File: src/rtl/hyp_cordic_multi.sv
`default_nettype none
// ============================================================================
//  Module   : hyp_cordic_multi
//  Function : Multi-cycle hyperbolic CORDIC. Computes sinh/cosh, exp(x)/exp(-x)
//             or tanh of a signed fixed-point argument. The hyperbolic rotation
//             runs one micro-iteration per cycle; tanh adds a linear-vectoring
//             divide stage producing sinh/cosh.
//  Revision : 1.0 - initial release
// ============================================================================
module hyp_cordic_multi #(
    parameter int WI  = 4,   // input integer bits incl. sign
    parameter int WF  = 16,  // input fractional bits
    parameter int WIO = 8,   // output integer bits incl. sign
    parameter int WFO = 16,  // output fractional bits
    parameter int N   = 16,  // hyperbolic iteration count (8..24)
    parameter int G   = 4    // internal guard fractional bits
) (
    input  logic                 Clk,
    input  logic                 Rst_n,
    input  logic                 Start,
    input  logic [1:0]           Mode,
    input  logic [WI+WF-1:0]     X,
    output logic                 Busy,
    output logic                 Done,
    output logic [WIO+WFO-1:0]   Y0,
    output logic [WIO+WFO-1:0]   Y1,
    output logic                 Ovf,
    output logic                 Err
);

    // ------------------------------------------------------------------------
    // Derived widths
    // ------------------------------------------------------------------------
    localparam int FB  = WF + G;               // datapath fractional bits
    localparam int DW  = 3 + FB;               // datapath width (3 integer bits)
    localparam int IW  = WI + WF;              // argument width
    localparam int OW  = WIO + WFO;            // result width
    localparam int QF  = WFO + 2;              // quotient fractional bits
    localparam int QW  = QF + 3;               // quotient width
    localparam int DCW = $clog2(WFO + 2) + 1;  // divide step counter width
    localparam int IXW = $clog2(N + 1);        // rotation index width
    localparam int TP  = 60;                   // table build precision (bits)

    localparam logic [127:0] C_INV_GAIN_W =
        ((128'd12074970678 << FB) + 128'd5000000000) / 128'd10000000000;
    localparam logic signed [DW-1:0] C_INV_GAIN = DW'(C_INV_GAIN_W);
    localparam logic signed [DW-1:0] C_ONE      = DW'(64'sd1 <<< FB);
    localparam logic signed [IW-1:0] C_ONE_IN   = IW'(64'sd1 <<< WF);
    localparam logic signed [63:0]   C_OMAX     = (64'sd1 <<< (OW - 1)) - 64'sd1;
    localparam logic signed [63:0]   C_OMIN     = -(64'sd1 <<< (OW - 1));

    // atanh(2^-i) = sum_k 2^-i(2k+1)/(2k+1), evaluated in wide integers and
    // rounded to FB fractional bits.
    function automatic logic [63:0] atanh_fx(input int i);
        logic [127:0] acc;
        int           e;
        acc = '0;
        for (int k = 0; k < 64; k++) begin
            e = i * (2 * k + 1);
            if (e <= TP) begin
                acc = acc + ((128'd1 << (TP - e)) / 128'(2 * k + 1));
            end
        end
        acc = (acc + (128'd1 << (TP - FB - 1))) >> (TP - FB);
        return 64'(acc);
    endfunction

    // Round to nearest (ties away from zero) from frac_in to WFO fractional
    // bits, then saturate to OW bits. Returns {saturated, value}.
    function automatic logic [OW:0] rnd_sat(input logic signed [63:0] v,
                                            input int                 frac_in);
        logic signed [63:0] t;
        logic signed [63:0] half;
        logic               sat;
        if (frac_in > WFO) begin
            half = 64'sd1 <<< (frac_in - WFO - 1);
            if (v < 0) begin
                t = -((-v + half) >>> (frac_in - WFO));
            end else begin
                t = (v + half) >>> (frac_in - WFO);
            end
        end else begin
            t = v <<< (WFO - frac_in);
        end
        sat = 1'b0;
        if (t > C_OMAX) begin
            t   = C_OMAX;
            sat = 1'b1;
        end else if (t < C_OMIN) begin
            t   = C_OMIN;
            sat = 1'b1;
        end
        return {sat, OW'(t)};
    endfunction

    // ------------------------------------------------------------------------
    // State machine
    // ------------------------------------------------------------------------
    typedef enum logic [1:0] {
        S_IDLE = 2'd0,
        S_ROT  = 2'd1,
        S_DIV  = 2'd2,
        S_FIN  = 2'd3
    } state_t;

    state_t r_state;
    state_t w_state_nxt;

    // ------------------------------------------------------------------------
    // Datapath registers and wires
    // ------------------------------------------------------------------------
    logic signed [DW-1:0] r_x;
    logic signed [DW-1:0] r_y;
    logic signed [DW-1:0] r_z;
    logic signed [QW-1:0] r_q;
    logic [IXW-1:0]       r_iter;
    logic                 r_rep;
    logic [DCW-1:0]       r_div_i;
    logic [1:0]           r_mode;
    logic                 r_clamp;
    logic                 r_busy;
    logic                 r_done;
    logic                 r_ovf;
    logic                 r_err;
    logic [OW-1:0]        r_y0;
    logic [OW-1:0]        r_y1;

    logic [DW-1:0]        w_atanh_tab [0:N];
    logic signed [DW-1:0] w_atanh_cur;
    logic signed [DW-1:0] w_x_sh;
    logic signed [DW-1:0] w_y_sh;
    logic signed [DW-1:0] w_xd_sh;
    logic signed [QW-1:0] w_qstep;
    logic signed [IW-1:0] w_xs;
    logic                 w_clamp_hi;
    logic                 w_clamp_lo;
    logic signed [DW-1:0] w_z_init;
    logic                 w_rep_needed;
    logic                 w_rot_last;
    logic                 w_div_last;
    logic signed [63:0]   w_sum;
    logic signed [63:0]   w_dif;
    logic [OW:0]          w_r0;
    logic [OW:0]          w_r1;

    // atanh table, fixed at elaboration; entry 0 is never addressed.
    generate
        for (genvar gi = 0; gi <= N; gi++) begin : g_atanh
            if (gi == 0) begin : g_unused
                assign w_atanh_tab[gi] = '0;
            end else begin : g_entry
                localparam logic [63:0] C_VAL = atanh_fx(gi);
                assign w_atanh_tab[gi] = DW'(C_VAL);
            end
        end
    endgenerate

    assign w_atanh_cur = $signed(w_atanh_tab[r_iter]);
    assign w_x_sh      = r_x >>> r_iter;
    assign w_y_sh      = r_y >>> r_iter;
    assign w_xd_sh     = r_x >>> r_div_i;
    assign w_qstep     = QW'(1) << (DCW'(QF) - r_div_i);

    // Iterations 4 and 13 are executed twice to keep the series convergent.
    assign w_rep_needed = ((r_iter == IXW'(4)) || (r_iter == IXW'(13))) && !r_rep;
    assign w_rot_last   = (r_iter == IXW'(N)) && !w_rep_needed;
    assign w_div_last   = (r_div_i == DCW'(WFO + 1));

    assign w_xs       = $signed(X);
    assign w_clamp_hi = w_xs > C_ONE_IN;
    assign w_clamp_lo = w_xs < -C_ONE_IN;

    // Argument clamped to +/-1.0 and aligned to the datapath fraction.
    always_comb begin
        w_z_init = DW'(w_xs) <<< G;
        if (w_clamp_hi) begin
            w_z_init = C_ONE;
        end else if (w_clamp_lo) begin
            w_z_init = -C_ONE;
        end
    end

    // Final result selection, rounding and saturation per mode.
    always_comb begin
        w_r0  = '0;
        w_r1  = '0;
        w_sum = 64'(r_x) + 64'(r_y);
        w_dif = 64'(r_x) - 64'(r_y);
        case (r_mode)
            2'b00: begin
                w_r0 = rnd_sat(64'(r_y), FB);
                w_r1 = rnd_sat(64'(r_x), FB);
            end
            2'b01: begin
                w_r0 = rnd_sat(w_sum, FB);
                w_r1 = rnd_sat(w_dif, FB);
            end
            2'b10: begin
                w_r0 = rnd_sat(64'(r_q), QF);
            end
            default: begin
                w_r0 = '0;
                w_r1 = '0;
            end
        endcase
    end

    // State register.
    always_ff @(posedge Clk) begin
        if (!Rst_n) begin
            r_state <= S_IDLE;
        end else begin
            r_state <= w_state_nxt;
        end
    end

    // Next-state decode.
    always_comb begin
        w_state_nxt = r_state;
        case (r_state)
            S_IDLE: begin
                if (Start) begin
                    w_state_nxt = (Mode == 2'b11) ? S_FIN : S_ROT;
                end
            end
            S_ROT: begin
                if (w_rot_last) begin
                    w_state_nxt = (r_mode == 2'b10) ? S_DIV : S_FIN;
                end
            end
            S_DIV: begin
                if (w_div_last) begin
                    w_state_nxt = S_FIN;
                end
            end
            S_FIN: begin
                w_state_nxt = S_IDLE;
            end
            default: begin
                w_state_nxt = S_IDLE;
            end
        endcase
    end

    // Datapath: capture, rotation, division and result registers.
    always_ff @(posedge Clk) begin
        if (!Rst_n) begin
            r_x     <= '0;
            r_y     <= '0;
            r_z     <= '0;
            r_q     <= '0;
            r_iter  <= '0;
            r_rep   <= 1'b0;
            r_div_i <= '0;
            r_mode  <= 2'b00;
            r_clamp <= 1'b0;
            r_busy  <= 1'b0;
            r_done  <= 1'b0;
            r_ovf   <= 1'b0;
            r_err   <= 1'b0;
            r_y0    <= '0;
            r_y1    <= '0;
        end else begin
            case (r_state)
                S_IDLE: begin
                    if (Start) begin
                        r_mode  <= Mode;
                        r_x     <= C_INV_GAIN;
                        r_y     <= '0;
                        r_z     <= w_z_init;
                        r_clamp <= w_clamp_hi | w_clamp_lo;
                        r_q     <= '0;
                        r_iter  <= IXW'(1);
                        r_rep   <= 1'b0;
                        r_div_i <= '0;
                        r_busy  <= 1'b1;
                        r_done  <= 1'b0;
                        r_ovf   <= 1'b0;
                        r_err   <= 1'b0;
                    end
                end
                S_ROT: begin
                    // Rotate toward z = 0: direction follows the sign of z.
                    if (r_z[DW-1]) begin
                        r_x <= r_x - w_y_sh;
                        r_y <= r_y - w_x_sh;
                        r_z <= r_z + w_atanh_cur;
                    end else begin
                        r_x <= r_x + w_y_sh;
                        r_y <= r_y + w_x_sh;
                        r_z <= r_z - w_atanh_cur;
                    end
                    if (w_rep_needed) begin
                        r_rep <= 1'b1;
                    end else begin
                        r_rep  <= 1'b0;
                        r_iter <= r_iter + IXW'(1);
                    end
                end
                S_DIV: begin
                    // Non-restoring linear vectoring: drive residual y toward 0.
                    if (!r_y[DW-1]) begin
                        r_y <= r_y - w_xd_sh;
                        r_q <= r_q + w_qstep;
                    end else begin
                        r_y <= r_y + w_xd_sh;
                        r_q <= r_q - w_qstep;
                    end
                    r_div_i <= r_div_i + DCW'(1);
                end
                S_FIN: begin
                    r_y0   <= w_r0[OW-1:0];
                    r_y1   <= w_r1[OW-1:0];
                    r_ovf  <= (r_mode != 2'b11) & (r_clamp | w_r0[OW] | w_r1[OW]);
                    r_err  <= (r_mode == 2'b11);
                    r_done <= 1'b1;
                    r_busy <= 1'b0;
                end
                default: begin
                    r_busy <= 1'b0;
                end
            endcase
        end
    end

    assign Busy = r_busy;
    assign Done = r_done;
    assign Y0   = r_y0;
    assign Y1   = r_y1;
    assign Ovf  = r_ovf;
    assign Err  = r_err;

endmodule
`default_nettype wire

File: config.mk
export PLATFORM = sky130hd
export DESIGN_NAME = hyp_cordic_multi
export DESIGN_NICKNAME = d
export VERILOG_FILES = /design/src/rtl/hyp_cordic_multi.sv
export SDC_FILE = /design/constraint.sdc
export NUM_CORES = 1
export LEC_CHECK = 0
export CAP_MARGIN = 40
export CELL_PAD_IN_SITES_DETAIL_PLACEMENT = 0
export CELL_PAD_IN_SITES_GLOBAL_PLACEMENT = 1
export CORE_MARGIN = 3
export CORE_UTILIZATION = 42
export DETAILED_ROUTE_END_ITERATION = 8
export PLACE_DENSITY_LB_ADDON = 0.05
export SLEW_MARGIN = 20
export SYNTH_ARGS = -nofsm -noshare
export SYNTH_HDL_FRONTEND = slang
export SYNTH_SLANG_ARGS = --single-unit
File: constraint.sdc
create_clock -name Clk -period 15.9 [get_ports Clk]
set_clock_uncertainty 0.05 [all_clocks]
set_input_delay 2.385 -clock Clk [delete_from_list [all_inputs] [get_ports Clk]]
set_output_delay 2.385 -clock Clk [all_outputs]
set_load 0.005 [all_outputs]
==> results.ini <==
[outcome]
status=finished, final reports clean

[worst_setup_path]
critPathLaunchType=register
crit_start=r_y[5]
crit_type=register to register
required_ns=16.26
timing.reg2reg.setup_slack_ns=7.05
r2r_cells=26
cp_max_fo=20
critPathCaptureType=register
r2r-end=Y1[0]
r2r-start=r_y[5]
worst_ep_arrival_time_ns=9.21

[cts]
ctsResizeCount=0
holdBufCountCts=0
numCtsBuffers=17
htree_levels=4
clkSlewWorstSetupHoldPaths_ns=0.08
clock-root-buffer=clkbuf_16
cts_tree=done
cts_sinks=159
clk_latency_ns=0.51
post-cts-setup-buffers=0
clk_path_buf_depth=2

[grt]
grt_usage=0.318
grt_pass1_vias=32100
antenna_found_initial=3
overflow=0
grt_pass1_wl_microns=197000
grt_max_degree=59

[finish]
fin_util=0.453
fill_cells=7994
nets=4778
layoutNonFillerInstCount=5506
area_growth_pct=6.60
final_area_sq_um=33800
drive_above_1_share=0.0688
seqCellArea_sq_um=3200
multi_input_area_sq_um=26700

[yosys]
syn_area_sq_um=31700
synthAdderAreaFrac=0.0935
synth.area.mux_share=0.0608
postSynthAreaPerCell_sq_um=6.82
synth_cell_types=115
synth-edff-count=0
synth_top_family_by_area=compound AO/OA/AOI/OAI gates
synth-async-reset-ratio=0
syn_inst=4652
synth_nets=4909
ys_top_cells_by_area=dfxtp_1 (10%), ha_1 (8.9%), xnor2_1 (6.8%), nor2_1 (5.8%), a21oi_1 (5.8%)
synth_xor_area_frac=0.102
yosysWarningCount=0
synth_compound_area_frac=0.294
ys.flop_type=dfxtp_1
synth_seq_cells=159
synth_top_area_frac=0.100
synthSimpleGateAreaFrac=0.289
synth-seq-area-share=0.100
synth_top_area_cell=dfxtp_1

[place]
gp_congestion=0.957
hpwlAfterDp_microns=98500
postPlaceCellArea_sq_um=33200
io_buffers=76
dp_cells=5463

[floorplanning]
rows=100
ios=77
coreArea_sq_um=74700
dieArea_sq_um=78900
die_width_microns=281
start_util=0.425
die_y_microns=281

[routing]
vias=35100
ant_nets=0
drc=0
wirelength_microns=129000
dr.pass1.iters=6
drt_iter0_markers=3132
viasPerCell=6.38
wire_per_inst_microns=23.4

[job]
drv_cap=0

[worst_hold_path]
hold_end=r_rep
hp-class=register to register
hold_start=r_rep
hold_depth=2

[timing]
period_needed_ns=8.85
max_freq_mhz=113
fin_crit_sh=0.557
hold_viol_final=0
drv_slew=0
tightest_slew_ns=0.918
setup_tns_ns=0
slew_headroom=0.378
setup_viol=0
rsz0062_at_grt=no

-- sequential cells by signal (all words and copies together) (netlist names), 2 cells and up --
name     count
r_y         23
r_q         21
r_iter       5
r_div_i      6
r_mode       2
Y0          24
r_z         23
r_state      2
Y1          24
r_x         23
-- how the worst max path moves through the flow --
stage	endpoint	cells past startpoint	slack, ns
global route	Y1[0]	26	6.35
CTS	Y1[0]	26	7.28
detailed placement	Ovf	26	7.33
finish	Y1[0]	26	7.05
global placement	Y1[0]	26	7.47
floorplan	Y1[13]	31	8.56
-- worst max-delay path, stage by stage (launching register included) --
cell and delay (ns):
dfxtp_1 0.72, inv_1 0.25, ha_1 0.68, inv_1 0.19, a221o_1 0.39, a211o_1 0.33, a211oi_4 0.41, and4_1 0.34
nor4b_2 0.48, nand3_1 0.40, nor2_1 0.40, nand2_1 0.10, ha_1 0.34, and3_1 0.22, nand3_1 0.14, nor3_1 0.41
and2_1 0.18, nand4_1 0.10, o31ai_1 0.43, nor2b_1 0.27, nand4_1 0.21, nor3_1 0.33, xnor2_1 0.17, nand4b_1 0.21
nand2_1 0.59, o211ai_1 0.19, a211oi_1 0.23
-- per-stage QoR --
| stage | hold slack, ns | setup slack (ns) |
|---|---|---|
| finish | 0.409 | 7.05 |
| global route | 0.424 | 6.35 |
| CTS | 0.410 | 7.28 |
| detailed placement | 0.396 | 7.33 |
| global placement | 0.395 | 7.47 |
| floorplan | 0.382 | 8.56 |
-- layout by cell type (no fill, tap or decap), drive strengths merged, types with 27 or more instances in the layout --
master,count
a2111oi,27
a211oi,72
a21boi,34
a21o,47
a21oi,367
a22oi,65
a31oi,75
and2,50
and3,70
buf,91
clkdlybuf4s50,75
dfxtp,159
ha,226
inv,183
mux2i,59
mux4,49
nand2,437
nand2b,43
nand3,195
nand4,83
nor2,490
nor2b,50
nor3,164
nor4,59
o211ai,52
o21a,37
o21ai,339
o31ai,41
or2,40
or3,46
xnor2,249
xor2,115
-- synthesized netlist by cell type (all sizes together) (27+ instances only) --
library cell and number:
a2111oi 27, a211oi 72, a21boi 34, a21o 47, a21oi 367, a22oi 65
a31oi 75, and2 50, and3 70, buf 59, clkbuf 260, dfxtp 159
ha 226, inv 175, mux2i 59, mux4 49, nand2 437, nand2b 43
nand3 195, nand4 83, nor2 490, nor2b 50, nor3 164, nor4 59
o211ai 52, o21a 37, o21ai 339, o31ai 41, or2 40, or3 46
xnor2 249, xor2 115
-- layer usage --
layer	share of wire	GRT usage	vias up
met5	0.00013	0	-
met4	0.033	0.108	2
met3	0.067	0.0500	182
met2	0.44	0.498	1141
met1	0.46	0.442	16900
li1	-	-	16900
-- cell families (layout without fill, tap and decap cells) --
kind of cell,count (synthesis),in the layout
compound gates,1419,1419
xor+xnor,365,365
fa+ha+maj,234,234
buf+inv,497,379
flops,159,159
mux,129,129
other cells,0,3
simple gates,1849,1849
-- final cells by class --
class                      count  area share
clock inverter                15     0.00470
tap                          969      0.0358
antenna                        3    0.000222
timing repair buffer         169      0.0442
inverter                     178      0.0198
multi-input combinational   3996       0.788
clock buffer                  17      0.0126
sequential                   159      0.0945
Power is not shown: default switching activity piles up to over one toggle a cycle in this logic, so the estimate is an artifact.
